`src/rtl/muldiv_unit.sv`:
```
// muldiv_unit: multi-cycle unsigned MUL/DIV (one bit per cycle) and LUI execute stage with start/busy/done handshake.
// Define MULDIV_OVERFLOW_EN to add the flag_ovf output (upper product half non-zero).
module muldiv_unit #(
    parameter int L = 16,
    parameter int P = 0
) (
    input  logic         clk,
    input  logic         rst,
    input  logic         start,
    input  logic [P:0]   alu_op,
    input  logic         use_imm,
    input  logic         lui,
    input  logic [L-1:0] rs1,
    input  logic [L-1:0] rs2,
    input  logic [L-1:0] imm,
    output logic         busy,
    output logic         done,
    output logic [L-1:0] result,
    output logic         flag_zero,
    output logic         flag_div0
`ifdef MULDIV_OVERFLOW_EN
    ,
    output logic         flag_ovf
`endif
);
    localparam int CW = $clog2(L);
    typedef enum logic [1:0] {IDLE, RUN, DONE} state_t;
    state_t state, state_nxt;
    logic [CW-1:0] cnt;
    logic [2*L-1:0] acc, acc_nxt;
    logic [L-1:0] opnd, bsel, rem_nxt;
    logic [L:0] sum, sh;
    logic is_mul, quick, accept, pend, pend_lui, mul_q, ge;
    // LUI and divide-by-zero finish one edge after acceptance via pend, without ever raising busy
    always_comb begin
        bsel = use_imm ? imm : rs2;
        is_mul = alu_op[0];
        quick = lui || (!is_mul && bsel == '0);
        accept = start && state != RUN && !pend;
        state_nxt = pend ? DONE : accept ? (quick ? IDLE : RUN) :
                    state == RUN ? (cnt == '0 ? DONE : RUN) : IDLE;
        busy = state == RUN;
        done = state == DONE;
    end
    // acc holds {partial product, multiplier} for MUL and {remainder, dividend/quotient} for DIV
    always_comb begin
        sum = {1'b0, acc[2*L-1:L]} + (acc[0] ? {1'b0, opnd} : '0);
        sh = acc[2*L-1:L-1];
        ge = sh >= {1'b0, opnd};
        rem_nxt = ge ? sh[L-1:0] - opnd : sh[L-1:0];
        acc_nxt = mul_q ? {sum, acc[L-1:1]} : {rem_nxt, acc[L-2:0], ge};
    end
    always_ff @(posedge clk or posedge rst) begin
        if (rst) begin
            state <= IDLE;
            cnt <= '0;
            acc <= '0;
            opnd <= '0;
            mul_q <= 1'b0;
            pend <= 1'b0;
            pend_lui <= 1'b0;
            result <= '0;
            flag_zero <= 1'b0;
            flag_div0 <= 1'b0;
`ifdef MULDIV_OVERFLOW_EN
            flag_ovf <= 1'b0;
`endif
        end else begin
            state <= state_nxt;
            pend <= accept && quick;
            if (accept) begin
                mul_q <= is_mul;
                pend_lui <= lui;
                cnt <= CW'(L-1);
                opnd <= lui ? {imm[L/2-1:0], {L/2{1'b0}}} : is_mul ? rs1 : bsel;
                acc <= {{L{1'b0}}, is_mul ? bsel : rs1};
            end else if (state == RUN) begin
                acc <= acc_nxt;
                cnt <= cnt - CW'(1);
                if (cnt == '0) begin
                    result <= acc_nxt[L-1:0];
                    flag_zero <= acc_nxt[L-1:0] == '0;
                    flag_div0 <= flag_div0 && mul_q;
`ifdef MULDIV_OVERFLOW_EN
                    flag_ovf <= mul_q && |acc_nxt[2*L-1:L];
`endif
                end
            end
            if (pend) begin
                result <= pend_lui ? opnd : '1;
                if (!pend_lui) begin
                    flag_div0 <= 1'b1;
                    flag_zero <= 1'b0;
`ifdef MULDIV_OVERFLOW_EN
                    flag_ovf <= 1'b0;
`endif
                end
            end
        end
    end
endmodule

```
`config.mk`:
```
export PLATFORM = sky130hd
export DESIGN_NAME = muldiv_unit
export DESIGN_NICKNAME = d
export VERILOG_FILES = /design/src/rtl/muldiv_unit.sv
export SDC_FILE = /design/constraint.sdc
export NUM_CORES = 1
export LEC_CHECK = 0
export ABC_AREA = 1
export ABC_CLOCK_PERIOD_IN_PS = 4180
export CORE_AREA = 3 3 131 133
export CTS_BUF_LIST = sky130_fd_sc_hd__clkbuf_16
export DETAILED_ROUTE_END_ITERATION = 12
export DIE_AREA = 0 0 134 136
export GPL_ROUTABILITY_DRIVEN = 0
export SYNTH_ARGS = -nofsm -noshare
export SYNTH_HDL_FRONTEND = slang
export SYNTH_SLANG_ARGS = --single-unit
```
`constraint.sdc`:
```
create_clock -name clk -period 4.18 [get_ports clk]
set_clock_uncertainty 0.1 [all_clocks]
set_input_delay 0.418 -clock clk [delete_from_list [all_inputs] [get_ports clk]]
set_output_delay 0.418 -clock clk [all_outputs]
set_load 0.005 [all_outputs]
```
==> impl_metrics.env <==
export IMPL_status="finished clean"
export IMPL_vias_per_cell=5.25
export IMPL_routed_top_layer="met4"
export IMPL_final_layout_size_suffix_gt1_share_pct=6.07
export IMPL_grt_pass1_wl_mm=34.1
export IMPL_die_area_sq_um=18200
export IMPL_grt_pass1_vias=6098
export IMPL_grt_max_degree=49
export IMPL_portBuffers=73
export IMPL_synthToLayoutAreaGrowth_pct=18.5
export IMPL_p_comb_share_pct=64.6
export IMPL_cts_hold_repair_buffers=0
export IMPL_root_buffer="clkbuf_16"
export IMPL_synth_seq_cells=75
export IMPL_p_leak_nw=3.92
export IMPL_wirelength_mm=21.4
export IMPL_hold_path_class="primary input to async pin"
export IMPL_cts_resized_gates=0
export IMPL_synthAdderAreaFrac_pct=7.03
export IMPL_startpoint_type="flip-flop"
export IMPL_hpwl_mm=16.9
export IMPL_ys_top_cells_by_area="dfrtp_1, nand2_1, inv_1"
export IMPL_peakVddDrop_mv=0.264
export IMPL_hold_viol=0
export IMPL_hold_ws_ps=334
export IMPL_crit_type="flip-flop to flip-flop"
export IMPL_p_int_mw=3.06
export IMPL_die_x_um=134
export IMPL_cts_tree="built"
export IMPL_ys_warn_count=0
export IMPL_pwr_share_seq_pct=22.2
export IMPL_drt_iter0_markers=599
export IMPL_clock_sinks=75
export IMPL_wire_per_inst_um=16.8
export IMPL_maxSlewViolCount=0
export IMPL_yosysTopAreaCell="dfrtp_1"
export IMPL_vias=6678
export IMPL_synth_top_area_share_pct=29.1
export IMPL_setup_ws_ps=1610
export IMPL_start_util_pct=40.4
export IMPL_cap_violations=0
export IMPL_synthesis_nets=1086
export IMPL_fin_total_pwr_mw=6.36
export IMPL_p_sw_share_pct=52.0
export IMPL_synth_cell_types=47
export IMPL_synthXorXnorAreaFrac_pct=0.680
export IMPL_synth_area_sq_um=6440
export IMPL_coreArea_sq_um=15900
export IMPL_dpl_cell_count=1256
export IMPL_crit_path_max_fanout=18
export IMPL_clkPwrFrac_pct=13.2
export IMPL_cts_clk_slew_worst_paths_ps=60
export IMPL_yosysSeqAreaShare_pct=29.1
export IMPL_setup_violations=0
export IMPL_final_nets=1140
export IMPL_num_io_pins=74
export IMPL_synth_compound_area_share_pct=18.4
export IMPL_first_pass_iters=7
export IMPL_cts_made_buffers=9
export IMPL_synthMuxAreaShare_pct=0.486
export IMPL_synth_edf_count=0
export IMPL_post_route_period_util_pct=61.6
export IMPL_synthCells=997
export IMPL_synth_flop_cell="dfrtp_1"
export IMPL_post_cts_buffers=0
export IMPL_htreeDepth=3
export IMPL_yosys_area_share_simple_pct=32.3
export IMPL_row_count=46
export IMPL_max_freq_mhz=388
export IMPL_clk_latency_ps=350
export IMPL_cp_required_ps=4320
export IMPL_rsz0062_at_grt="no"
export IMPL_post_route_min_period_ps=2570
export IMPL_antenna_left=0
export IMPL_pre_cts_slack_ps=1370
export IMPL_m1WireLength_mm=10.3
export IMPL_netSwitchingPower_mw=3.31
export IMPL_async_flop_share_pct=100
export IMPL_relSlewSlack_pct=43.1
export IMPL_layout_common_cells="nand2_1, inv_1, o21ai_0"
export IMPL_grt_antenna_before_repair=0
export IMPL_synth_top_family_by_area="simple AND/OR/NAND/NOR gates"
export IMPL_met2WireLength_mm=9.20
export IMPL_cp_arrival_ps=2710
export IMPL_finalSetupTns_ps=0
export IMPL_clockBufferDepth=2
export IMPL_final_common_cell="nand2_1"
export IMPL_drc=0
export IMPL_grt_overflow=0
export IMPL_crit_path_end_kind="flip-flop"
export IMPL_die_y_um=136
export IMPL_avgSynthCellArea_sq_um=6.46
export IMPL_worstMarginPinSlew_ps=852
export IMPL_met3WireLength_mm=1.52
export IMPL_diodes=0
export IMPL_final_cells=1271
export IMPL_power_density_nw_per_um2=834
export IMPL_grt_total_usage_pct=24.0
## registers in the layout (all words and copies together), names as in the netlist
signal and flops:
flag_div0 1, state 2, flag_zero 1, cnt 4, pend 1, opnd 16
mul_q 1, acc 32, result 16, pend_lui 1
## logic make-up after synthesis
family                   Yosys count
AO/OA/AOI/OAI                    207
XOR/XNOR                           5
adder cells (fa/ha/maj)           35
buffers and inverters            198
flip-flops                        75
multiplexers                       3
AND/OR/NAND/NOR                  474
## layout make-up
type	instances	area (sq um)
multi-input cells	724	3790
clock buffers	9	225
repair buffers	77	761
clock inverters	6	91.3
well taps	216	270
flip-flops and latches	75	1880
inverters	164	617
fillers	1671	8310
## critical path, cell delays in order, from the launching register on
cell and delay [ps]:
dfrtp_1 570, nand2_1 130, inv_1 50, ha_1 210
fa_1 430, nand3_1 90, nand2_1 120, nand2_1 90
nand2_1 110, nand2_1 130, nand3_1 80, a21oi_1 190
nor2_1 70, nand2_1 50, nand2_1 40
## power groups by stage
stage | clock network (mW) | logic [mW] | registers, mW
after floorplan | 0 | 3.04 | 1.25
after global placement | 0 | 4.06 | 1.41
after detailed placement | 0 | 4.07 | 1.41
after CTS | 0.844 | 4.09 | 1.40
after global routing | 0.877 | 4.67 | 1.46
final | 0.839 | 4.11 | 1.41
## routing by layer
metal / global-route usage, % / up-vias
met4: 6.69 / 0
met2: 35.4 / 250
met5: 0 / -
met1: 36.4 / 3046
met3: 3.48 / 25
li1: - / 3357
## Yosys cell counts (2+ instances only)
cell type,number
inv_2,11
nand3_1,75
o21ai_0,85
dfrtp_1,75
buf_1,3
o21ai_1,2
nor2_4,2
o221ai_1,8
o21bai_1,2
nand3b_1,2
a211oi_1,8
inv_1,152
ha_1,33
o211ai_1,7
fa_1,2
a221o_1,9
nor2_1,61
nor4_1,3
nor2_2,6
clkbuf_1,15
xnor2_1,4
o22ai_1,8
nand2_2,10
nor3_1,4
nand2_1,282
a21oi_1,70
and2_1,5
nand4_1,11
nand2_4,2
mux2i_1,2
nand3_2,2
a31oi_1,4
buf_2,14
or2_2,5
## per-stage QoR
step | area [sq um] | util (%)
2_1_floorplan | 6440 | -
3_5_place_dp | 7310 | 45.9
4_1_cts | 7630 | 47.8
5_1_grt | 7630 | 47.8
3_3_place_gp | 7310 | 45.9
6_report | 7630 | 47.8
## final timing paths
kind,startpoint,to,slack (ps),cells after the start
max,acc[0],acc[29],1610,14
min,rst,acc[28],330,2
max reg2reg,acc[0],acc[29],1610,14
min reg2reg,acc[15],acc[15],390,2
max in group asynchronous,rst,acc[3],2610,3
min in group clk,acc[15],acc[15],390,2
(Power assumes the default switching activity.)
==> patch: new RTL, same flow settings <==
The option `MULDIV_OVERFLOW_EN` is turned on by a define.
--- a/src/rtl/muldiv_unit.sv
+++ b/src/rtl/muldiv_unit.sv
@@ -1,5 +1,7 @@
 // muldiv_unit: multi-cycle unsigned MUL/DIV (one bit per cycle) and LUI execute stage with start/busy/done handshake.
 // Define MULDIV_OVERFLOW_EN to add the flag_ovf output (upper product half non-zero).
+`define MULDIV_OVERFLOW_EN
+
 module muldiv_unit #(
     parameter int L = 16,
     parameter int P = 0
Function (old outputs only; new: flag_ovf): kept (Yosys induction, for registers that start in step).
==> patch against the unedited design <==
Combinational power is 1% lower; final area up 3.2%; sequential cell count up 1; via count is 4.3% higher; synthesized cell count increased by 0.80%; synthesized area grew 4.3%; total power fell by 2.6%; critical path depth grew 3; clock power is 11% lower; setup slack got worse by 460 ps; routed wire length rose by 5.0%; critical endpoint is now flag_ovf$_DFF_PP0_; largest power group unchanged.
==> patch: results (changes against the unedited design) <==
outcome -> complete, no violations (unchanged)
first-pass GRT wire length -> 34500 um (was 34100 um)
syn_nets -> 1094 (was 1086)
slowest CP cell -> dfrtp_1 (unchanged)
HP Class -> flop to flop (was input port to async pin)
Yosys cell types -> 52 (was 47)
R2R depth -> 17 (was 14)
Initial DRT Pass Iterations -> 5 (was 7)
r2r endpoint -> flag_ovf$_DFF_PP0_ (was acc[29]$_DFFE_PP0P_)
critical path arrival -> 3150 ps (was 2710 ps)
Hold WS -> 389 ps (was 334 ps)
largest net degree at the start of global routing -> 45 (was 49)
hold path depth -> 2
port bufs -> 74 (was 73)
FF-to-FF setup slack -> 1150 ps (was 1610 ps)
leakage power -> 3.98 nW (was 3.92 nW)
WHS Endpoint -> result[12]$_DFFE_PP0P_
multiplexer share of the synthesized area -> 0.596% (was 0.486%)
Synth Area in Adders -> 6.74% (was 7.03%)
HPWL Detailed -> 18100 um (was 16900 um)
cell count after synthesis -> 1005 (was 997)
final WL -> 22400 um (was 21400 um)
synth warn -> 0 (unchanged)
worst vdd ir -> 314 uV (was 265 uV)
layout cells sized above 1 -> 8.08% (was 6.07%)
Max H-tree Level -> 3 (unchanged)
drt via density -> 5.44 (was 5.25)
most frequent cells after synthesis -> 248 x nand2_1, 148 x inv_1, 92 x o21ai_0, 76 x dfrtp_1, 73 x nor2_1 (was 282 x nand2_1, 152 x inv_1, 85 x o21ai_0, 75 x dfrtp_1, 75 x nand3_1)
Total GRT Usage -> 24.4% (was 24.0%)
XOR/XNOR Fraction of Synth Area -> 0.652% (was 0.680%)
Slew headroom -> 16.5% (was 43.1%)
slowest stage delay, CP -> 710 ps (was 570 ps)
top post-synthesis cells by area -> dfrtp_1 28%, nand2_1 14%, inv_1 8.3%, o21ai_0 6.9%, ha_1 6.1% (was dfrtp_1 29%, nand2_1 16%, inv_1 8.9%, o21ai_0 6.6%, ha_1 6.4%)
reg-to-reg startpoint -> acc[0]$_DFFE_PP0P_ (unchanged)
fin cells -> 1280 (was 1271)
Iter 0 DRT Violations -> 699 (was 599)
# fillers -> 1632 (was 1671)
vias in the first global route -> 6171 (was 6098)
Root Driver -> clkbuf_16 (unchanged)
Compound-Gate Fraction of Synth Area -> 19.1% (was 18.4%)
register area share after synthesis -> 28.3% (was 29.1%)
Setup WS pre-CTS -> 1230 ps (was 1370 ps)
==> patch: cell count changes after synthesis, sizes merged, moves of 6 or more <==
cell    unedited run  this run
a21oi             71        63
a221o              9         3
a22o               0        15
clkbuf            15        21
inv              163       154
nand2            295       265
nand4             11        25
nor2              69        83
o21ai             87        94
==> patch: cell type report <==
type,instances,share of cell area (%)
timing repair buffer,84,10.4
tap,216,3.43
clock buffer,9,2.86
inverter,155,7.39
clock inverter,7,0.715
sequential,76,24.2
multi-input combinational,733,51.1
==> patch: worst max path at each step <==
| stage | start | end | slack (ps) | cells after the start |
|---|---|---|---|---|
| 2_1_floorplan | acc[0]$_DFFE_PP0P_ | flag_ovf$_DFF_PP0_ | 1510 | 19 |
| 3_3_place_gp | acc[0]$_DFFE_PP0P_ | flag_ovf$_DFF_PP0_ | 1200 | 17 |
| 3_5_place_dp | acc[0]$_DFFE_PP0P_ | flag_ovf$_DFF_PP0_ | 1230 | 17 |
| 4_1_cts | acc[0]$_DFFE_PP0P_ | flag_ovf$_DFF_PP0_ | 1170 | 17 |
| 5_1_grt | acc[0]$_DFFE_PP0P_ | flag_ovf$_DFF_PP0_ | 920 | 17 |
| 6_report | acc[0]$_DFFE_PP0P_ | flag_ovf$_DFF_PP0_ | 1150 | 17 |
==> patch: per-layer routing <==
layer,global-route usage [%],vias to the layer above,part of all wire (%)
li1,-,3441,-
met2,35.4,296,42
met5,0,-,0
met1,37.3,3196,48
met4,5.66,0,1.6
met3,4.77,32,8.5
==> patch: cell families after synthesis <==
logic type	Yosys count
fa+ha+maj	35
compound gates	216
xor+xnor	5
flops	76
mux	4
simple gates	473
buf+inv	196
==> patch: power breakdown <==
part / internal, mW / switching, mW
logic: 1.45 / 2.62
clock network: 0.410 / 0.340
registers: 1.06 / 0.315
==> patch: worst max-delay path: cells and delay by family (launching register included) <==
| kind | cells | cell delay, ps |
|---|---|---|
| adder cells (fa/ha/maj) | 2 | 600 |
| AND/OR/NAND/NOR | 11 | 1150 |
| AO/OA/AOI/OAI | 1 | 70 |
| buffers and inverters | 3 | 290 |
| flip-flops | 1 | 710 |
==> patch: through the flow <==
| step | util [%] | cell area, um^2 |
|---|---|---|
| after global routing | 49.4 | 7870 |
| after floorplan | - | 6720 |
| after detailed placement | 47.6 | 7590 |
| final | 49.4 | 7870 |
| after global placement | 47.6 | 7590 |
| after CTS | 49.4 | 7870 |
